==> config.mk <==
export PLATFORM = sky130hd
export DESIGN_NAME = alu_issue
export DESIGN_NICKNAME = d
export VERILOG_FILES = /design/src/rtl/alu_pkg.sv /design/src/rtl/alu_issue_regfile.sv /design/src/rtl/alu_issue.sv
export SDC_FILE = /design/constraint.sdc
export NUM_CORES = 1
export LEC_CHECK = 0
export BUFFER_PORTS_ARGS = -buffer_cell sky130_fd_sc_hd__buf_2
export CORE_MARGIN = 2
export CORE_UTILIZATION = 50
export CTS_CLUSTER_DIAMETER = 50
export CTS_CLUSTER_SIZE = 14
export DETAILED_ROUTE_END_ITERATION = 10
export PLACE_DENSITY = 0.64
export SYNTH_ARGS = -nofsm -noshare
export SYNTH_HDL_FRONTEND = slang
export SYNTH_HIERARCHICAL = 1
export SYNTH_SLANG_ARGS = --single-unit
==> constraint.sdc <==
create_clock -name clk -period 5.9 [get_ports clk]
set_clock_uncertainty 0.1 [all_clocks]
set_input_delay 0.295 -clock clk [delete_from_list [all_inputs] [get_ports clk]]
set_output_delay 0.295 -clock clk [all_outputs]
set_load 0.1 [all_outputs]
==> src/rtl/alu_pkg.sv <==
// Shared opcode map, instruction field layout and decode helpers for the
// issue stage that feeds the registered ALU.
package alu_pkg;

    localparam int DEF_DATA_W = 32;
    localparam int DEF_NREGS  = 16;
    localparam int DEF_OP_W   = 8;
    localparam int REG_W      = 4;
    localparam int INSTR_W    = 32;

    localparam logic [7:0] OP_NOP = 8'h00;
    localparam logic [7:0] OP_LD  = 8'h01;
    localparam logic [7:0] OP_ADD = 8'h03;
    localparam logic [7:0] OP_SUB = 8'h04;
    localparam logic [7:0] OP_AND = 8'h05;
    localparam logic [7:0] OP_OR  = 8'h06;
    localparam logic [7:0] OP_XOR = 8'h07;
    localparam logic [7:0] OP_NOT = 8'h08;
    localparam logic [7:0] OP_SL  = 8'h09;
    localparam logic [7:0] OP_SR  = 8'h0A;

    localparam int OP_LSB   = 24;
    localparam int RD_LSB   = 20;
    localparam int RS1_LSB  = 16;
    localparam int IMM_BIT  = 15;
    localparam int RS2_LSB  = 11;
    localparam int IMM_W    = 15;

    typedef struct packed {
        logic [7:0]       op;
        logic [REG_W-1:0] rd;
        logic [REG_W-1:0] rs1;
        logic [REG_W-1:0] rs2;
        logic             use_imm;
        logic [IMM_W-1:0] imm;
    } dec_t;

    typedef struct packed {
        logic             valid;
        logic [REG_W-1:0] rd;
    } tag_t;

    function automatic logic is_legal_op(input logic [7:0] op);
        logic ok;
        case (op)
            OP_LD, OP_ADD, OP_SUB, OP_AND, OP_OR,
            OP_XOR, OP_NOT, OP_SL, OP_SR: ok = 1'b1;
            default:                      ok = 1'b0;
        endcase
        return ok;
    endfunction

    function automatic dec_t decode_instr(input logic [INSTR_W-1:0] w);
        dec_t d;
        d.op      = w[OP_LSB +: 8];
        d.rd      = w[RD_LSB +: REG_W];
        d.rs1     = w[RS1_LSB +: REG_W];
        d.rs2     = w[RS2_LSB +: REG_W];
        d.use_imm = w[IMM_BIT];
        d.imm     = w[IMM_W-1:0];
        return d;
    endfunction

    // A tag only blocks or forwards when it names a real (non-r0) destination.
    function automatic logic tag_hits(input tag_t t, input logic [REG_W-1:0] src);
        return t.valid && (t.rd != {REG_W{1'b0}}) && (t.rd == src);
    endfunction

endpackage

==> src/rtl/alu_issue_regfile.sv <==
// Architectural register file: two async read ports, a debug read port and
// one synchronous write port; r0 is hardwired to zero.
module alu_issue_regfile
    import alu_pkg::*;
#(
    parameter int DATA_W = DEF_DATA_W,
    parameter int NREGS  = DEF_NREGS
) (
    input  logic              clk,
    input  logic              rst_n,
    input  logic              we_i,
    input  logic [REG_W-1:0]  waddr_i,
    input  logic [DATA_W-1:0] wdata_i,
    input  logic [REG_W-1:0]  raddr1_i,
    output logic [DATA_W-1:0] rdata1_o,
    input  logic [REG_W-1:0]  raddr2_i,
    output logic [DATA_W-1:0] rdata2_o,
    input  logic [REG_W-1:0]  dbg_addr_i,
    output logic [DATA_W-1:0] dbg_data_o
);

    logic [DATA_W-1:0] mem_q [NREGS];

    function automatic logic [DATA_W-1:0] rd_port(input logic [REG_W-1:0] a,
                                                  input logic [DATA_W-1:0] v);
        return (a == {REG_W{1'b0}}) ? {DATA_W{1'b0}} : v;
    endfunction

    // Storage: cleared by reset, r0 never written.
    always_ff @(posedge clk or negedge rst_n) begin
        if (!rst_n) begin
            for (int i = 0; i < NREGS; i++) begin
                mem_q[i] <= {DATA_W{1'b0}};
            end
        end else if (we_i && (waddr_i != {REG_W{1'b0}})) begin
            mem_q[waddr_i] <= wdata_i;
        end else begin
            mem_q[0] <= {DATA_W{1'b0}};
        end
    end

    // Read ports.
    always_comb begin
        rdata1_o   = rd_port(raddr1_i, mem_q[raddr1_i]);
        rdata2_o   = rd_port(raddr2_i, mem_q[raddr2_i]);
        dbg_data_o = rd_port(dbg_addr_i, mem_q[dbg_addr_i]);
    end

endmodule

==> src/rtl/alu_issue.sv <==
// Decode/operand-fetch stage: decodes instructions, resolves hazards by a
// single bubble or forwarding, drives the ALU and commits its result.
module alu_issue
    import alu_pkg::*;
#(
    parameter int DATA_W = DEF_DATA_W,
    parameter int NREGS  = DEF_NREGS,
    parameter int OP_W   = DEF_OP_W
) (
    input  logic              clk,
    input  logic              rst_n,
    input  logic              in_valid_i,
    input  logic [31:0]       in_instr_i,
    output logic              in_ready_o,
    output logic [DATA_W-1:0] alu_a_o,
    output logic [DATA_W-1:0] alu_b_o,
    output logic [OP_W-1:0]   alu_op_o,
    output logic              alu_valid_o,
    input  logic [DATA_W-1:0] alu_result_i,
    output logic              illegal_o,
    input  logic [REG_W-1:0]  dbg_addr_i,
    output logic [DATA_W-1:0] dbg_data_o
);

    dec_t              dec_s;
    logic              legal_s;
    logic              hazard_s;
    logic              fire_s;
    logic              wb_en_s;
    logic [DATA_W-1:0] rf_rd1_s;
    logic [DATA_W-1:0] rf_rd2_s;
    logic [DATA_W-1:0] opa_s;
    logic [DATA_W-1:0] opb_s;

    logic [DATA_W-1:0] alu_a_q,     alu_a_d;
    logic [DATA_W-1:0] alu_b_q,     alu_b_d;
    logic [OP_W-1:0]   alu_op_q,    alu_op_d;
    logic              alu_valid_q, alu_valid_d;
    logic              illegal_q,   illegal_d;
    tag_t              s1_q,        s1_d;
    tag_t              s2_q,        s2_d;

    assign dec_s   = decode_instr(in_instr_i);
    assign legal_s = is_legal_op(dec_s.op);
    assign wb_en_s = s2_q.valid && (s2_q.rd != {REG_W{1'b0}});

    alu_issue_regfile #(
        .DATA_W (DATA_W),
        .NREGS  (NREGS)
    ) u_regfile (
        .clk        (clk),
        .rst_n      (rst_n),
        .we_i       (wb_en_s),
        .waddr_i    (s2_q.rd),
        .wdata_i    (alu_result_i),
        .raddr1_i   (dec_s.rs1),
        .rdata1_o   (rf_rd1_s),
        .raddr2_i   (dec_s.rs2),
        .rdata2_o   (rf_rd2_s),
        .dbg_addr_i (dbg_addr_i),
        .dbg_data_o (dbg_data_o)
    );

    // Hazard against the instruction still inside the ALU; rs2 only counts when used.
    always_comb begin
        hazard_s = tag_hits(s1_q, dec_s.rs1);
        if (!dec_s.use_imm) begin
            hazard_s = hazard_s || tag_hits(s1_q, dec_s.rs2);
        end else begin
            hazard_s = hazard_s;
        end
        in_ready_o = rst_n && !(in_valid_i && hazard_s);
        fire_s     = in_valid_i && in_ready_o;
    end

    // Operand select: the result about to be written wins over the register file.
    always_comb begin
        if (tag_hits(s2_q, dec_s.rs1)) begin
            opa_s = alu_result_i;
        end else begin
            opa_s = rf_rd1_s;
        end
        if (dec_s.use_imm) begin
            opb_s = {{(DATA_W-IMM_W){1'b0}}, dec_s.imm};
        end else if (tag_hits(s2_q, dec_s.rs2)) begin
            opb_s = alu_result_i;
        end else begin
            opb_s = rf_rd2_s;
        end
    end

    // Issue decision and pipeline tag advance.
    always_comb begin
        alu_a_d     = alu_a_q;
        alu_b_d     = alu_b_q;
        alu_op_d    = OP_W'(OP_NOP);
        alu_valid_d = 1'b0;
        illegal_d   = 1'b0;
        s1_d        = '0;
        s2_d        = s1_q;
        if (fire_s && legal_s) begin
            alu_a_d     = opa_s;
            alu_b_d     = opb_s;
            alu_op_d    = OP_W'(dec_s.op);
            alu_valid_d = 1'b1;
            s1_d.valid  = 1'b1;
            s1_d.rd     = dec_s.rd;
        end else if (fire_s) begin
            illegal_d = 1'b1;
        end else begin
            illegal_d = 1'b0;
        end
    end

    // Stage registers.
    always_ff @(posedge clk or negedge rst_n) begin
        if (!rst_n) begin
            alu_a_q     <= {DATA_W{1'b0}};
            alu_b_q     <= {DATA_W{1'b0}};
            alu_op_q    <= {OP_W{1'b0}};
            alu_valid_q <= 1'b0;
            illegal_q   <= 1'b0;
            s1_q        <= '0;
            s2_q        <= '0;
        end else begin
            alu_a_q     <= alu_a_d;
            alu_b_q     <= alu_b_d;
            alu_op_q    <= alu_op_d;
            alu_valid_q <= alu_valid_d;
            illegal_q   <= illegal_d;
            s1_q        <= s1_d;
            s2_q        <= s2_d;
        end
    end

    assign alu_a_o     = alu_a_q;
    assign alu_b_o     = alu_b_q;
    assign alu_op_o    = alu_op_q;
    assign alu_valid_o = alu_valid_q;
    assign illegal_o   = illegal_q;

endmodule

## Word level (Yosys, flattened, before mapping)

Memory sizes are Yosys's and may differ from the RTL's.
Cells that the tools add are included.

- Output and inout port bits: 107
- Memory bits (read-only): 16
- Logic and storage cells: 85
- Register bits after elaboration: 596
- Input bits: 71
- Memories: 1

- Order comparisons: 5
- Eq/ne operators: 4
- Multiplexer cells: 26
- Reductions and logical operators: 20
- Bitwise logic cells: 4

Memory list:

| memory | depth | bits a word | rd ports | clocked after Yosys merged registers in | wr ports | line | RTL |
|---|---|---|---|---|---|---|---|
| (name not given) | 16 | 1 | 1 | 0 | 0 | alu_pkg.sv:45 | `case (op)` |

Operator list:

| operator | count |
|---|---|
| $bwmux 512 | 1 |
| $mux 32 | 14 |
| $bmux 32 s4 | 3 |
| $demux 32 s4 | 1 |
| $ge 5x5->1 const B | 4 |
| $not 4->5 | 4 |
| $eq 4x4->1 | 4 |
| $logic_not 4->1 | 4 |
| $logic_and 1x1->1 | 12 |
| $mux 8 | 1 |
| $reduce_bool 4->1 | 2 |
| $lt 5x1->1 const B | 1 |
| $mux 1 | 5 |
| $mux 5 | 1 |
| $logic_not 1->1 | 1 |
| $logic_or 1x1->1 | 1 |

## Logic depth before layout (Yosys ltp)

- Word-level depth: 11
- Depth in mapped cells: 12
- Depth with buffers taken out: 8

## By module

The synthesis kept the hierarchy.

By module, submodules not included:

| module | times used | sequential area each (um^2) | cells an instance | area each (um^2) |
|---|---|---|---|---|
| alu_issue_regfile | 1 | 12011.5 | 2192 | 29552.1 |
| alu_issue | 1 | 2077.0 | 413 | 4614.4 |

## Least setup slack after synthesis

OpenSTA, ideal clock, no wires.

- Path type: flip-flop to flip-flop
- Start point: reg alu_valid_o (netlist name)
- End point: reg alu_b_q[12] (netlist: alu_b_o[12])
- Required time: 5672 ps
- Path slack: 2363 ps
- Clock period less this slack: 3537 ps
- Arrival time: 3309 ps
- Stages on the path, launching flop included: 8
- Path buffers: 2
- Setup time: 128 ps
- Cells stage by stage: dfrtp_1 nand2_1 nor2_1 a221oi_2 nand4_1 buf_2 buf_6 mux2_1

RTL lines:

| element | line | RTL |
|---|---|---|
| end signal, assigned | alu_issue.sv:119 | `alu_b_q <= {DATA_W{1'b0}};` |
| end signal, assigned | alu_issue.sv:127 | `alu_b_q <= alu_b_d;` |
| end, declared | alu_issue.sv:36 | `logic [DATA_W-1:0] alu_b_q, alu_b_d;` |

## Worst setup path in the final report

- Start point: reg s2_q[0] in the netlist's numbering
- End point: reg alu_a_q[2] (netlist: alu_a_o[2])

- Longest elaborated chain between the ends: 4
- Elaborated cells between the ends (all ways): 5
- Those cells by class: eq/ne: 1; mux: 1; reduce/logical: 3

Ends and longest elaborated chain:

| element | line | RTL |
|---|---|---|
| start, declared | alu_issue.sv:41 | `tag_t s2_q, s2_d;` |
| start signal, assigned | alu_issue.sv:124 | `s2_q <= '0;` |
| start signal, assigned | alu_issue.sv:132 | `s2_q <= s2_d;` |
| $reduce_bool 4->1 | alu_pkg.sv:66 | `return t.valid && (t.rd != {REG_W{1'b0}}) && (t.rd == src);` |
| $logic_and 1x1->1 | alu_pkg.sv:66 |  |
| $logic_and 1x1->1 (*) | alu_pkg.sv:66 |  |
| $mux 32 (*) | alu_issue.sv:78 | `if (tag_hits(s2_q, dec_s.rs1)) begin` |
| end signal, assigned | alu_issue.sv:118 | `alu_a_q <= {DATA_W{1'b0}};` |
| end signal, assigned | alu_issue.sv:126 | `alu_a_q <= alu_a_d;` |
| end, declared | alu_issue.sv:35 | `logic [DATA_W-1:0] alu_a_q, alu_a_d;` |

Every way passes the cells marked *; elsewhere a longest branch is shown, timed or not.
A chain may end at the register's enable or synchronous reset.

==> impl_metrics.csv <==
group,metric,value,unit
outcome,outcome,"completed",
synth,synth_cell_types,53,
global_route,grt_first_pass_wirelength,164500,um
placed_design,numPortBuffers,177,
placed_design,place_inst,3460,
placed_design,gp_congestion,0.8378,
power_and_ir_drop,power_per_cell_area,279.3,nW/um^2
global_route,grtUsageMet3,6.462,%
floorplan,die_w,265.4,um
finish,layout-drive-gt1-share,42.11,%
synth,synth.cell_area,34170,um^2
global_route,globalRouteOverflowTotal,0,
clocking,worst_skew_pair.late_latency,620,ps
hold_path,holdPathEnd,"illegal_o",
worst_setup_path,timing.critical_path.from_type,"flop",
timing,timing.setup.tns,0,ps
floorplan,top_level_ports,178,
power_and_ir_drop,vdd_ir_drop_max,0.0002704,V
synth,synth-async-reset-ratio,100.0,%
power_and_ir_drop,power.internal,7340,uW
worst_setup_path,ff2ff_setup_slack,2140,ps
synth,yosys_most_used_dff,"dfrtp_1",
worst_setup_path,critical_path_arrival,4130,ps
power_and_ir_drop,p_sw_share,30.98,%
worst_setup_path,worstPathRequired,6270,ps
timing,timing.final.crit_share,63.77,%
finish,final_non_filler_cell_total,3618,
power_and_ir_drop,pwr-share-clk,44.7,%
clocking,cts_tree,"built",
timing,achievable-frequency,265.8,MHz
clocking,cts.root.buffer_cell,"clkbuf_16",
power_and_ir_drop,power.sequential.fraction,38.3,%
synth,postSynthCellCount,2605,
flow_run,drv.max_cap_violation_count,0,
clocking,ctsHtreeMaxLevel,3,
power_and_ir_drop,combPwrFrac,16.9,%
timing,hold_slack,28.32,ps
finish,antenna-diode-count,0,
clocking,cts-buffers-inserted,77,
synth,synth_warnings,6,
global_route,number_of_global_route_vias_before_repair,25600,
placed_design,dp_worst_setup_slack,2228,ps
global_route,antenna_found_initial,3,
global_route,grt_max_degree,92,
route,ant_nets_after_route,0,
floorplan,initial_core_util,50.70,%
global_route,met1_resource_use_gr,43.64,%
worst_setup_path,regToRegEndpoint,"alu_a_o[2]",
synth,synth_top_family_by_area,"multiplexers",
finish,area_growth_from_synthesis_to_layout,11.45,%
floorplan,std_cell_rows,95,
route,detail_route.drc_violations,0,
power_and_ir_drop,net_switching_power_of_the_design,3295,uW
route,drt-wirelength-per-cell,30.33,um
timing,rsz0062_at_grt,"false",
clocking,clock_sinks,563,
timing,postLayoutSetupSlackWorst,2137,ps
placed_design,detailed_place_hpwl,65800,um
hold_path,worstHoldPathCells,5,
timing,max_slew_margin,15.60,%
hold_path,timing.hold.worst.class,"input pin to flop",
synth,synth_simple_gate_area_share,4.142,%
clocking,max_clock_buf_depth,3,
clocking,clk_pin_slew,60,ps
timing,worst-slew-pin-transition,1266,ps
floorplan,design.die.area,70440,um^2
finish,final_area,38080,um^2
floorplan,height_of_the_chip,265.4,um
worst_setup_path,worst_r2r_startpoint,"s2_q[0]",
worst_setup_path,setup.worst_path.end_class,"flop",
route,route.detailed.vias_per_inst,6.828,
synth,synth_edf_count,0,
finish,filler_cell_count,5453,
route,detail_route.iter0.violations,2548,
timing,setup_violations,0,
floorplan,design.core.area,67400,um^2
synth,synth-xor-area-share,0.4102,%
route,drtPass1Iterations,6,
route,routed_wirelength,109700,um
global_route,grt.busiest_layer,"met2",
synth,adder_cell_area_share_of_the_yosys_netlist,0,%
worst_setup_path,type_of_the_setup_path_with_the_least_slack,"flop to flop",
global_route,met2_usage,47.74,%
placed_design,placed_cell_area,35270,um^2
synth,seq_area_frac_synth,41.23,%
synth,postSynthRegisterBits,563,
timing,finalHoldViolCount,0,
synth,yosys-mux-area-fraction,42.03,%
finish,nets_final,2758,
synth,syn_avg_cell_area,13.12,um^2
worst_setup_path,timing.critical_path.fanout_max,22,
hold_path,hp-start,"in_instr_i[30]",
synth,synth-compound-area-share,7.339,%
worst_setup_path,count_of_cells_along_the_worst_register_to_register_path,8,
power_and_ir_drop,total_leakage_power,0.01739,uW
global_route,grt.total_usage,31.13,%
timing,slew_violations,0,
clocking,cts_repair_resize_count,0,
timing,fin_crit,3763,ps
route,num_vias,24700,
[logic make-up (layout without fill, tap and decap cells)]
| group | Yosys count | after routing |
|---|---|---|
| AO/OA/AOI/OAI | 367 | 367 |
| XOR/XNOR | 16 | 16 |
| buffers and inverters | 287 | 424 |
| flip-flops | 563 | 563 |
| multiplexers | 1105 | 1105 |
| other | 1 | 4 |
| AND/OR/NAND/NOR | 266 | 266 |
[power by group through the flow]
stage	clock network (uW)	registers, uW	logic (uW)
after global routing	5000	4090	1880
after detailed placement	0	4140	1780
after global placement	0	4130	1760
after floorplan	0	4570	853
after CTS	4830	4070	1790
final	4760	4080	1800
[worst max-delay path by stage]
stage	cells after the start	to	slack (ps)	from
6_report	8	alu_a_o[2]	2140	s2_q[0]
5_1_grt	8	alu_a_o[1]	2060	s2_q[1]
4_1_cts	8	alu_a_o[2]	2200	s2_q[0]
3_5_place_dp	8	alu_b_o[15]	2230	in_instr_i[14]
3_3_place_gp	8	alu_a_o[2]	2280	in_instr_i[19]
2_1_floorplan	7	alu_b_o[12]	2360	alu_valid_o
[placed cells by master (no fill, tap or decap), drive strengths merged, types with 48 or more instances in the layout]
cell type | netlist | layout
mux2i | 299 | 299
mux4 | 198 | 198
a21oi | 97 | 97
a2111oi | 48 | 48
nor2 | 118 | 118
o22ai | 102 | 102
dfrtp | 563 | 563
buf | 161 | 242
clkbuf | 104 | 93
mux2 | 608 | 608
[critical path: stages, from the launching register on]
cell	delay [ps]
dfrtp_1	600
o41ai_4	130
buf_4	230
inv_2	340
nand3_2	150
nor3_4	750
buf_4	630
mux2_1	380
mux2_2	260
[final cells by class]
type | instances | area [um^2] | area share, %
flip-flops and latches | 563 | 14090 | 37.00
repair buffers | 265 | 1663 | 4.367
inverters | 22 | 82.58 | 0.2169
clock inverters | 46 | 550.5 | 1.446
multi-input cells | 1758 | 18550 | 48.72
well taps | 873 | 1092 | 2.869
clock buffers | 91 | 2049 | 5.382
[state kept, by name, summed over array words and instances (netlist names)]
register / flops
alu_op_o: 8
alu_b_o: 32
alu_valid_o: 1
alu_a_o: 32
illegal_o: 1
u_regfile/mem_q: 480
s2_q: 5
s1_q: 4
[synth_stat cells, drive strengths merged, types with 3 or more instances]
cell     count  area [um^2]
a221o       42        420.4
inv         22        82.58
a22oi       42        315.3
and2         7        43.80
mux2       608         6907
buf        161         1175
mux2i      299         2993
or3          3        18.77
nor3b       15        112.6
and4b       11        110.1
nor3        13        70.07
nor2b        8        50.05
nand2       35        133.9
nor2       118        442.9
nand3        3        20.02
xor2        14        122.6
a21oi       97        485.5
dfrtp      563        14090
a2111oi     48        420.4
o22ai      102        638.1
mux4       198         4459
nand4b      17        148.9
o21ai       29        145.1
nand2b      25        171.4
nor4         5        52.55
clkbuf     104        395.4
[what timing repair did]
action	4_1_cts	5_1_grt
setup buffers	0	0
hold endpoints to repair	62	0
hold buffers	21	0
[per-stage QoR]
stage	utilization (%)	total power (uW)
finish	56.50	10640
global placement	52.33	5891
detailed placement	52.33	5917
global route	56.50	10970
CTS	56.50	10700
floorplan	-	5425
[metal layers]
metal,wire (um),up-vias
met5,7,-
met4,3962,2
met3,10070,272
met2,49740,1364
met1,45960,12870
li1,-,10200
(Power assumes the default switching activity.)
